--- src/rtl/wavegen_pkg.sv ---
// Shared definitions for the waveform output path: sample width, DAC-frame FSM
// state encoding and the two's-complement to offset-binary conversion.
package wavegen_pkg;

  localparam int SAMPLE_W = 16;

  typedef logic [1:0] state_t;

  localparam state_t IDLE  = 2'd0;
  localparam state_t SETUP = 2'd1;
  localparam state_t SHIFT = 2'd2;
  localparam state_t HOLD  = 2'd3;

  // Offset binary is two's complement with the sign bit flipped.
  function automatic logic [SAMPLE_W-1:0] to_offset_bin(input logic [SAMPLE_W-1:0] s);
    return {~s[SAMPLE_W-1], s[SAMPLE_W-2:0]};
  endfunction

endpackage

--- src/rtl/spi_half_tick.sv ---
// Divides clk down to one strobe every CLK_DIV cycles, marking the last cycle of
// each SCLK half-period. Restarted at frame start so phases align to the frame.
module spi_half_tick #(
  parameter int CLK_DIV = 4
) (
  input  logic clk,
  input  logic reset,
  input  logic clear,
  output logic half_tick
);

  localparam int CW = $clog2(CLK_DIV) + 1;
  localparam logic [CW-1:0] LAST = CW'(CLK_DIV - 1);

  logic [CW-1:0] cnt_q;

  always_ff @(posedge clk) begin
    if (reset || clear) begin
      cnt_q <= '0;
    end else if (half_tick) begin
      cnt_q <= '0;
    end else begin
      cnt_q <= cnt_q + CW'(1);
    end
  end

  assign half_tick = (cnt_q == LAST);

endmodule

--- src/rtl/dac_spi_out.sv ---
// Captures summed samples on the sample-rate strobe and ships them, with a command
// prefix, to an SPI mode-0 DAC. Newest sample wins; overwritten samples are flagged.
module dac_spi_out
  import wavegen_pkg::*;
#(
  parameter int               SAMPLE_W = 16,
  parameter int               CMD_W    = 8,
  parameter logic [CMD_W-1:0] DAC_CMD  = 8'h30,
  parameter int               CLK_DIV  = 4
) (
  input  logic                clk,
  input  logic                reset,
  input  logic                sample_tick,
  input  logic [SAMPLE_W-1:0] sample,
  output logic                dac_sclk,
  output logic                dac_mosi,
  output logic                dac_cs_n,
  output logic                busy,
  output logic                overrun
);

  localparam int FRAME_W = CMD_W + SAMPLE_W;
  localparam int BW      = $clog2(FRAME_W) + 1;
  localparam logic [BW-1:0] LAST_BIT = BW'(FRAME_W - 1);

  state_t               state_q, state_d;
  logic                 load;
  logic                 half_tick;
  logic                 last_fall;
  logic [FRAME_W-1:0]   frame_word;
  logic [FRAME_W-1:0]   shreg_q, shreg_d;
  logic [BW-1:0]        bit_q, bit_d;
  logic [SAMPLE_W-1:0]  hold_q;
  logic                 pending_q;
  logic                 sclk_q, sclk_d;
  logic                 mosi_q, mosi_d;
  logic                 cs_n_q, cs_n_d;
  logic                 busy_q, busy_d;
  logic                 overrun_q;

  spi_half_tick #(.CLK_DIV(CLK_DIV)) u_half_tick (
    .clk       (clk),
    .reset     (reset),
    .clear     (load),
    .half_tick (half_tick)
  );

  // A tick on the load cycle goes straight into the frame, bypassing hold_q.
  assign frame_word = {DAC_CMD, sample_tick ? to_offset_bin(sample) : hold_q};
  assign last_fall  = (state_q == SHIFT) && half_tick && sclk_q && (bit_q == LAST_BIT);

  always_comb begin
    state_d = state_q;
    load    = 1'b0;
    case (state_q)
      IDLE: begin
        if (pending_q || sample_tick) begin
          state_d = SETUP;
          load    = 1'b1;
        end
      end
      SETUP: begin
        if (half_tick) state_d = SHIFT;
      end
      SHIFT: begin
        if (last_fall) state_d = HOLD;
      end
      HOLD: begin
        if (half_tick) begin
          if (pending_q || sample_tick) begin
            state_d = SETUP;
            load    = 1'b1;
          end else begin
            state_d = IDLE;
          end
        end
      end
      default: state_d = IDLE;
    endcase
  end

  // mosi only moves on falling sclk, so it is stable across each rising edge.
  always_comb begin
    sclk_d  = sclk_q;
    mosi_d  = mosi_q;
    shreg_d = shreg_q;
    bit_d   = bit_q;
    if (load) begin
      shreg_d = frame_word;
      mosi_d  = frame_word[FRAME_W-1];
      sclk_d  = 1'b0;
      bit_d   = '0;
    end else begin
      case (state_q)
        SHIFT: begin
          if (half_tick) begin
            if (!sclk_q) begin
              sclk_d = 1'b1;
            end else begin
              sclk_d = 1'b0;
              if (last_fall) begin
                mosi_d = 1'b0;
              end else begin
                shreg_d = shreg_q << 1;
                mosi_d  = shreg_q[FRAME_W-2];
                bit_d   = bit_q + BW'(1);
              end
            end
          end
        end
        SETUP: ;
        default: begin
          sclk_d = 1'b0;
          mosi_d = 1'b0;
        end
      endcase
    end
    cs_n_d = !((state_d == SETUP) || (state_d == SHIFT));
    busy_d = (state_d != IDLE);
  end

  always_ff @(posedge clk) begin
    if (reset) begin
      state_q   <= IDLE;
      shreg_q   <= '0;
      bit_q     <= '0;
      hold_q    <= '0;
      pending_q <= 1'b0;
      sclk_q    <= 1'b0;
      mosi_q    <= 1'b0;
      cs_n_q    <= 1'b1;
      busy_q    <= 1'b0;
      overrun_q <= 1'b0;
    end else begin
      state_q   <= state_d;
      shreg_q   <= shreg_d;
      bit_q     <= bit_d;
      sclk_q    <= sclk_d;
      mosi_q    <= mosi_d;
      cs_n_q    <= cs_n_d;
      busy_q    <= busy_d;
      if (sample_tick) hold_q <= to_offset_bin(sample);
      pending_q <= !load && (sample_tick || pending_q);
      overrun_q <= sample_tick && pending_q && !load;
    end
  end

  assign dac_sclk = sclk_q;
  assign dac_mosi = mosi_q;
  assign dac_cs_n = cs_n_q;
  assign busy     = busy_q;
  assign overrun  = overrun_q;

endmodule

--- config.mk ---
export PLATFORM = sky130hd
export DESIGN_NAME = dac_spi_out
export DESIGN_NICKNAME = d
export VERILOG_FILES = /design/src/rtl/wavegen_pkg.sv /design/src/rtl/spi_half_tick.sv /design/src/rtl/dac_spi_out.sv
export SDC_FILE = /design/constraint.sdc
export NUM_CORES = 1
export LEC_CHECK = 0
export ABC_CLOCK_PERIOD_IN_PS = 2100
export CORE_MARGIN = 1.5
export CORE_UTILIZATION = 45
export CTS_CLUSTER_SIZE = 24
export DETAILED_ROUTE_END_ITERATION = 8
export PLACE_DENSITY = 0.66
export SKIP_CTS_REPAIR_TIMING = 1
export SYNTH_ARGS = -nofsm -noshare
export SYNTH_HDL_FRONTEND = slang
export SYNTH_SLANG_ARGS = --single-unit
--- constraint.sdc ---
create_clock -name clk -period 2.1 [get_ports clk]
set_input_delay 0.42 -clock clk [delete_from_list [all_inputs] [get_ports clk]]
set_output_delay 0.42 -clock clk [all_outputs]
set_load 0.01 [all_outputs]
==> impl_results.md, run 1 <==
* Fin nets at roughly 290
* Post-synthesis cell area at ~2300 um2
* Pre-antenna DRT Iters at 4
* Final Hold Viols at 0
* Worst-case clock buffer depth at 2
* Worst-path fanout max at 11
* Htree depth at 2
* Post-synth cell types at a little over 40
* F_max at between 0.5 and 0.6 GHz
* Total area of sequential cells at ~1100 um2
* Post-synth ARST share at 0%
* Num CTS Buffers at 5
* Post-synthesis xor/xnor area fraction at around 1.5%
* Worst slew margin at 80.96%
* Gp weighted congestion at around 0.69
* Critical path launch point type: flip-flop
* Clk sinks at 56
* Antenna violations before repair at 0
* Area grow syn2layout at 18.54%
* Clock group share of total power at a little under a quarter
* Inst Count DP at about 320
* Yosys top cell area share at 48.43%
* Seq/Total Area, Yosys at 48.43%
* Gate power share at between 20% and 30%
* Final core utilization at 56.59%
* Clock latency at the later pin of the worst-skew pair at roughly 310 ps
* GRT overflow at 0
* WS Path Type: flip-flop to flip-flop
* Vias at ~1700
* Net switching power at between 0.0007 and 0.0008 W
* RSZ-0062 raised after global routing: no
* Syn. warnings at 0
* Area of the multi-input gates at approximately 1100 um2
* Synth Net Count at between 200 and 300
* Syn Inst Count at roughly 240
* Arr. time, crit path at between 2000 and 2500 ps
* Outcome: complete, no violations
* Worst vdd ir at approximately 0.00044 V
* Hpwl dp at roughly 2900 um
* Starting Density at between 40% and 50%
* Area of the core at 4848 um2
* Die Area at roughly 5600 um2
* Pint at around 0.0017 W
* ANT cells at 0
* Reg power frac at 51.4%
* Hold Crit Class: flip-flop to flip-flop
* PD cells at between 900 and 1000 nW/um2
* Clock slew at reported path FFs at 100 ps
* Share of cells above drive strength 1 at a little under a tenth
* Largest net degree at the start of global routing at 25
* Row count at 25
* Synth Area in Adders at 5.405%
* Synthesis-stage register bit count at 56
* R2R Setup Slk at about 230 ps
* Area contributors post-synth: dfxtp_1, mux2i_1, nor2_1, ha_1, o21ai_1
* Predominant post-synthesis flop cell: dfxtp_1
* Fill count at 443
* Hold Path End: u_half_tick.cnt_q[0]$_SDFF_PP0_
* Clock Skew at ~11 ps
* Worst Tran Pin Value at about 280 ps
* Slew Limit Fails at 0
* Die Span Y at between 70 and 80 um
* Largest family of logic cells by synthesized area: multiplexers
* TritonCTS clock tree: built
* Post-placement worst setup slack at 110.5 ps
* EDFF count, synth at 0
* Compound-Gate Fraction of Synth Area at under 10%
* Crit path required time at between 2000 and 2500 ps
* Top Ports at 24
* Sw frac at ~30%
* Fraction of synthesized area in multiplexers at 15.57%
* Simple-Gate Fraction of Synth Area at 15.14%
* Iter 0 DRT Violations at 46
* Final Non-Filler Cells at 331
* Die width at between 70 and 80 um
* Top-count cell post-synth: dfxtp_1
* DRT antenna net count at 0
* Vias in the first global route at between 1500 and 2000
* DRC viols at 0
* Via-to-Cell Ratio at approximately 5
* Hold depth at 1
* Worst Hold Launch: u_half_tick.cnt_q[0]$_SDFF_PP0_
* Worst r2r src: state_q[0]$_SDFF_PP0_
* PnR Total Power at 0.002470 W
* Period utilisation layout at 89.13%
* TNS Setup at 0 ps
* Routed wire length per instance at 12.30 um
* Largest area contributor in the synthesized netlist: dfxtp_1
* GRT Total Usage at between 10% and 20%
* Reg2Reg Depth at 8
* First-pass GRT wire length at ~7000 um
* FF-to-FF End: shreg_q[4]$_SDFFE_PP0P_
* IO Port Bufs at 23
* Post-synth top cells: dfxtp_1, mux2i_1, nor2_1
* Max-Cap Viols at 0
* Drt total wl at a little over 4000 um
* Syn_area_per_cell at 9.808 um2
* Endpoints failing setup at 0
* Critical path endpoint category: flip-flop
* Total leakage power at 1.220 nW
* Clock root buffer: clkbuf_8
* Crit path time final at between 1500 and 2000 ps
* Setup ws final at between 200 and 250 ps
## worst max-delay path, stage by stage, from the launching register on
cell,delay (ps)
dfxtp_1,410
inv_1,120
ha_1,240
buf_4,150
and3_4,190
o21ai_2,90
buf_4,240
mux2i_1,230
o21ai_1,80
## logic make-up after synthesis
group / count (synthesis)
AOI/OAI and AO/OA: 36
xor gates and xnor gates: 4
adders and majority gates: 10
buffers and inverters: 18
DFF: 56
muxes: 36
and+or+nand+nor: 76
## cells in the final DEF (no fill, tap or decap), drive strengths merged, types with 4 or more instances in the layout
cell	synthesis	routed
xor2	4	4
clkdlybuf4s50	0	23
mux2i	36	36
nor2	35	35
a21oi	5	5
o21ai	18	18
clkbuf	7	5
nor3	7	7
inv	4	4
dfxtp	56	56
nand2	17	17
ha	10	10
buf	7	11
## power by group through the flow
stage          sequential, W  clock [W]  combinational (W)
2_1_floorplan        0.00128          0           0.000418
3_3_place_gp         0.00129          0           0.000617
3_5_place_dp         0.00129          0           0.000633
4_1_cts              0.00127   0.000589           0.000638
5_1_grt              0.00129   0.000637           0.000715
6_report             0.00127   0.000572           0.000628
## worst max path at each step
stage | cells after the start | to | slack [ps] | from
after floorplan | 8 | dac_cs_n$_SDFF_PP1_ | 220 | u_half_tick.cnt_q[0]$_SDFF_PP0_
after global placement | 6 | u_half_tick.cnt_q[1]$_SDFF_PP0_ | 190 | sample_tick
after detailed placement | 6 | u_half_tick.cnt_q[1]$_SDFF_PP0_ | 110 | sample_tick
after CTS | 8 | shreg_q[4]$_SDFFE_PP0P_ | 220 | state_q[0]$_SDFF_PP0_
after global routing | 8 | u_half_tick.cnt_q[1]$_SDFF_PP0_ | 90 | u_half_tick.cnt_q[0]$_SDFF_PP0_
final | 8 | shreg_q[4]$_SDFFE_PP0P_ | 230 | state_q[0]$_SDFF_PP0_
## metal layers
metal	track usage (%)	up-vias	routed length [um]
met5	0	-	0
met3	3.213	6	113
li1	-	864	-
met1	21.05	766	2028
met2	27.28	20	1865
met4	6.667	0	63
## sequential cells by signal (all words and copies together), names as in the netlist, 2 cells and up
register and count:
u_half_tick.cnt_q 3, state_q 2, hold_q 16, shreg_q 23
bit_q 6
## final cells by class
| cell class | instances | share of cell area, % |
|---|---|---|
| clock buffers | 5 | 2.508 |
| inverters | 4 | 0.5472 |
| clock inverters | 3 | 0.6840 |
| multi-input cells | 162 | 40.04 |
| well taps | 67 | 3.055 |
| flip-flops and latches | 56 | 40.86 |
| repair buffers | 34 | 12.31 |
## metrics by stage
stage | area [um2] | hold slack, ps
floorplan | 2315 | 404.3
global placement | 2656 | 420.2
detailed placement | 2656 | 423.4
CTS | 2744 | 436.7
global route | 2744 | 470.9
finish | 2744 | 434.9
(Power assumes the default switching activity.)
==> inputs of run 2 (changes only) <==
--- a/config.mk
+++ b/config.mk
@@ -10,7 +10,7 @@
 export CORE_UTILIZATION = 45
 export CTS_CLUSTER_SIZE = 24
 export DETAILED_ROUTE_END_ITERATION = 8
-export PLACE_DENSITY = 0.66
+export DONT_BUFFER_PORTS = 1
 export SKIP_CTS_REPAIR_TIMING = 1
 export SYNTH_ARGS = -nofsm -noshare
 export SYNTH_HDL_FRONTEND = slang
==> run 2 against run 1 <==
Fmax fell by 2.2%. Via count decreased by 7.2%. Global-route usage decreased by 1.2 points. Sequential power is essentially flat. Register-to-register slack got worse by 40 ps. Sequential share of layout area is 4.7 points higher. Setup slack got worse by 42 ps. Hold slack lost 270 ps.
==> impl_results.md, run 2 (synthesis results as in run 1) <==
* Clock group share of total power at between 20% and 30%
* Leading cell type in the layout, fill and taps excluded: dfxtp_1
* Area of the core at a little under 5000 um2
* IO Port Bufs at 0
* Crit path time final at about 1900 ps
* Most frequent cells in the layout: dfxtp_1, mux2i_1, nor2_1, nand2_1, o21ai_1
* Gp weighted congestion at between 0.7 and 0.8
* Post-placement worst setup slack at ~170 ps
* Fin nets at between 200 and 300
* Worst vdd ir at between 0.0003 and 0.0004 V
* TNS Setup at 0 ps
* Max reg flops at 23
* Die width at 74.72 um
* Endpoints failing setup at 0
* Reg2Reg Depth at 7
* Period utilisation layout at around nine tenths
* Worst r2r src: state_q[0]$_SDFF_PP0_
* Clock root buffer: clkbuf_8
* Die Span Y at between 70 and 80 um
* Worst slew margin at between 70% and 80%
* Htree depth at 2
* Critical path endpoint category: flip-flop
* Cell mode on critical path: ha_1
* Sw frac at a little under a third
* Hpwl dp at between 2000 and 3000 um
* CP max-delay cell: o32a_1
* Area grow syn2layout at 6.270%
* Worst-path cell chain: inv_1, ha_1, nand3_1, o32a_1, o22a_1, ha_1, nand2b_1
* DRT antenna net count at 0
* Clock latency at the later pin of the worst-skew pair at approximately 310 ps
* Final Hold Viols at 0
* Share of cells above drive strength 1 at about 7.7%
* Arr. time, crit path at roughly 2100 ps
* Clock Skew at roughly 8.5 ps
* TritonCTS clock tree: built
* Pre-antenna DRT Iters at 4
* Clock slew at reported path FFs at 90 ps
* GRT Total Usage at between 15 and 20%
* Hold Crit Class: input pin to flip-flop
* ANT cells at 0
* Num CTS Buffers at 5
* Design Area, Final at 2460 um2
* Vias in the first global route at between 1000 and 1500
* Largest net degree at the start of global routing at 29
* Clk sinks at 56
* Hold Path End: busy$_SDFF_PP0_
* Crit path required time at around 2300 ps
* Max-Cap Viols at 0
* DRC viols at 0
* Hold depth at 1
* Via-to-Cell Ratio at approximately 5.1
* Top Ports at 24
* Max incr delay on CP at around 380 ps
* Reg power frac at a little over half
* Slew Limit Fails at 0
* Gate power share at ~22%
* Net switching power at a little over 0.0007 W
* Final Non-Filler Cells at 302
* Worst Tran Pin Value at about 300 ps
* PD cells at approximately 960 nW/um2
* RSZ-0062 raised after global routing: no
* Die Area at 5583 um2
* Largest register by flop count: shreg_q
* Vias at ~1500
* Largest registers: shreg_q (23), hold_q (16), bit_q (6)
* Outcome: complete, no violations
* Row count at 25
* Starting Density at around 48%
* Total leakage power at 1.092 nW
* Setup ws final at roughly 190 ps
* First-pass GRT wire length at roughly 6400 um
* F_max at roughly 0.52 GHz
* R2R Setup Slk at roughly 190 ps
* Critical path launch point type: flip-flop
* WS Path Type: flip-flop to flip-flop
* Inst Count DP at a little under 300
* Antenna violations before repair at 0
* Placed inst area at ~2400 um2
* GRT overflow at 0
* Drt total wl at between 3000 and 4000 um
* Routed wire length per instance at about 13 um
* Worst-path fanout max at 6
* Pint at 0.001648 W
* Worst Hold Launch: reset
* Worst-case clock buffer depth at 2
* FF-to-FF End: dac_cs_n$_SDFF_PP1_
* Iter 0 DRT Violations at 63
run 2: routing by layer:
| layer | wire length [um] | global-route usage, % |
|---|---|---|
| met1 | 2049 | 21.10 |
| met2 | 1652 | 22.52 |
| met3 | 104 | 4.016 |
| met4 | 68 | 6.667 |
| met5 | 0 | 0 |
run 2: power groups by stage:
stage / logic [W] / registers, W / clock network [W]
after floorplan: 0.000418 / 0.00128 / 0
after global placement: 0.000510 / 0.00130 / 0
after detailed placement: 0.000514 / 0.00131 / 0
after CTS: 0.000517 / 0.00128 / 0.000609
after global routing: 0.000596 / 0.00130 / 0.000646
final: 0.000508 / 0.00128 / 0.000579
run 2: area by class of cell:
class | instances | area [um2]
multi-input cells | 162 | 1101
inverters | 4 | 15.01
flip-flops and latches | 56 | 1121
clock inverters | 2 | 16.27
repair buffers | 5 | 50.05
clock buffers | 6 | 72.57
fillers | 473 | 2389
well taps | 67 | 83.83
run 2: worst max-delay path, delay by kind of cell, from the launching register on:
| family | cells | cell delay [ps] |
|---|---|---|
| fa+ha+maj | 2 | 550 |
| compound gates | 2 | 590 |
| buf+inv | 1 | 140 |
| simple gates | 2 | 170 |
| flops | 1 | 360 |
run 2: worst max-delay path by stage:
stage | from | endpoint | slack [ps]
after floorplan | u_half_tick.cnt_q[0]$_SDFF_PP0_ | dac_cs_n$_SDFF_PP1_ | 220
after global placement | u_half_tick.cnt_q[0]$_SDFF_PP0_ | dac_cs_n$_SDFF_PP1_ | 210
after detailed placement | u_half_tick.cnt_q[0]$_SDFF_PP0_ | dac_cs_n$_SDFF_PP1_ | 170
after CTS | u_half_tick.cnt_q[0]$_SDFF_PP0_ | dac_cs_n$_SDFF_PP1_ | 140
after global routing | state_q[0]$_SDFF_PP0_ | dac_cs_n$_SDFF_PP1_ | 20
final | state_q[0]$_SDFF_PP0_ | dac_cs_n$_SDFF_PP1_ | 190
run 2: through the flow:
stage | hold slack (ps) | total power, W | utilization [%]
floorplan | 404.3 | 0.001702 | -
global placement | 411.5 | 0.001809 | 48.85
detailed placement | 426.0 | 0.001819 | 48.85
CTS | 153.9 | 0.002406 | 50.68
global route | 146.7 | 0.002543 | 50.74
finish | 169.6 | 0.002367 | 50.74
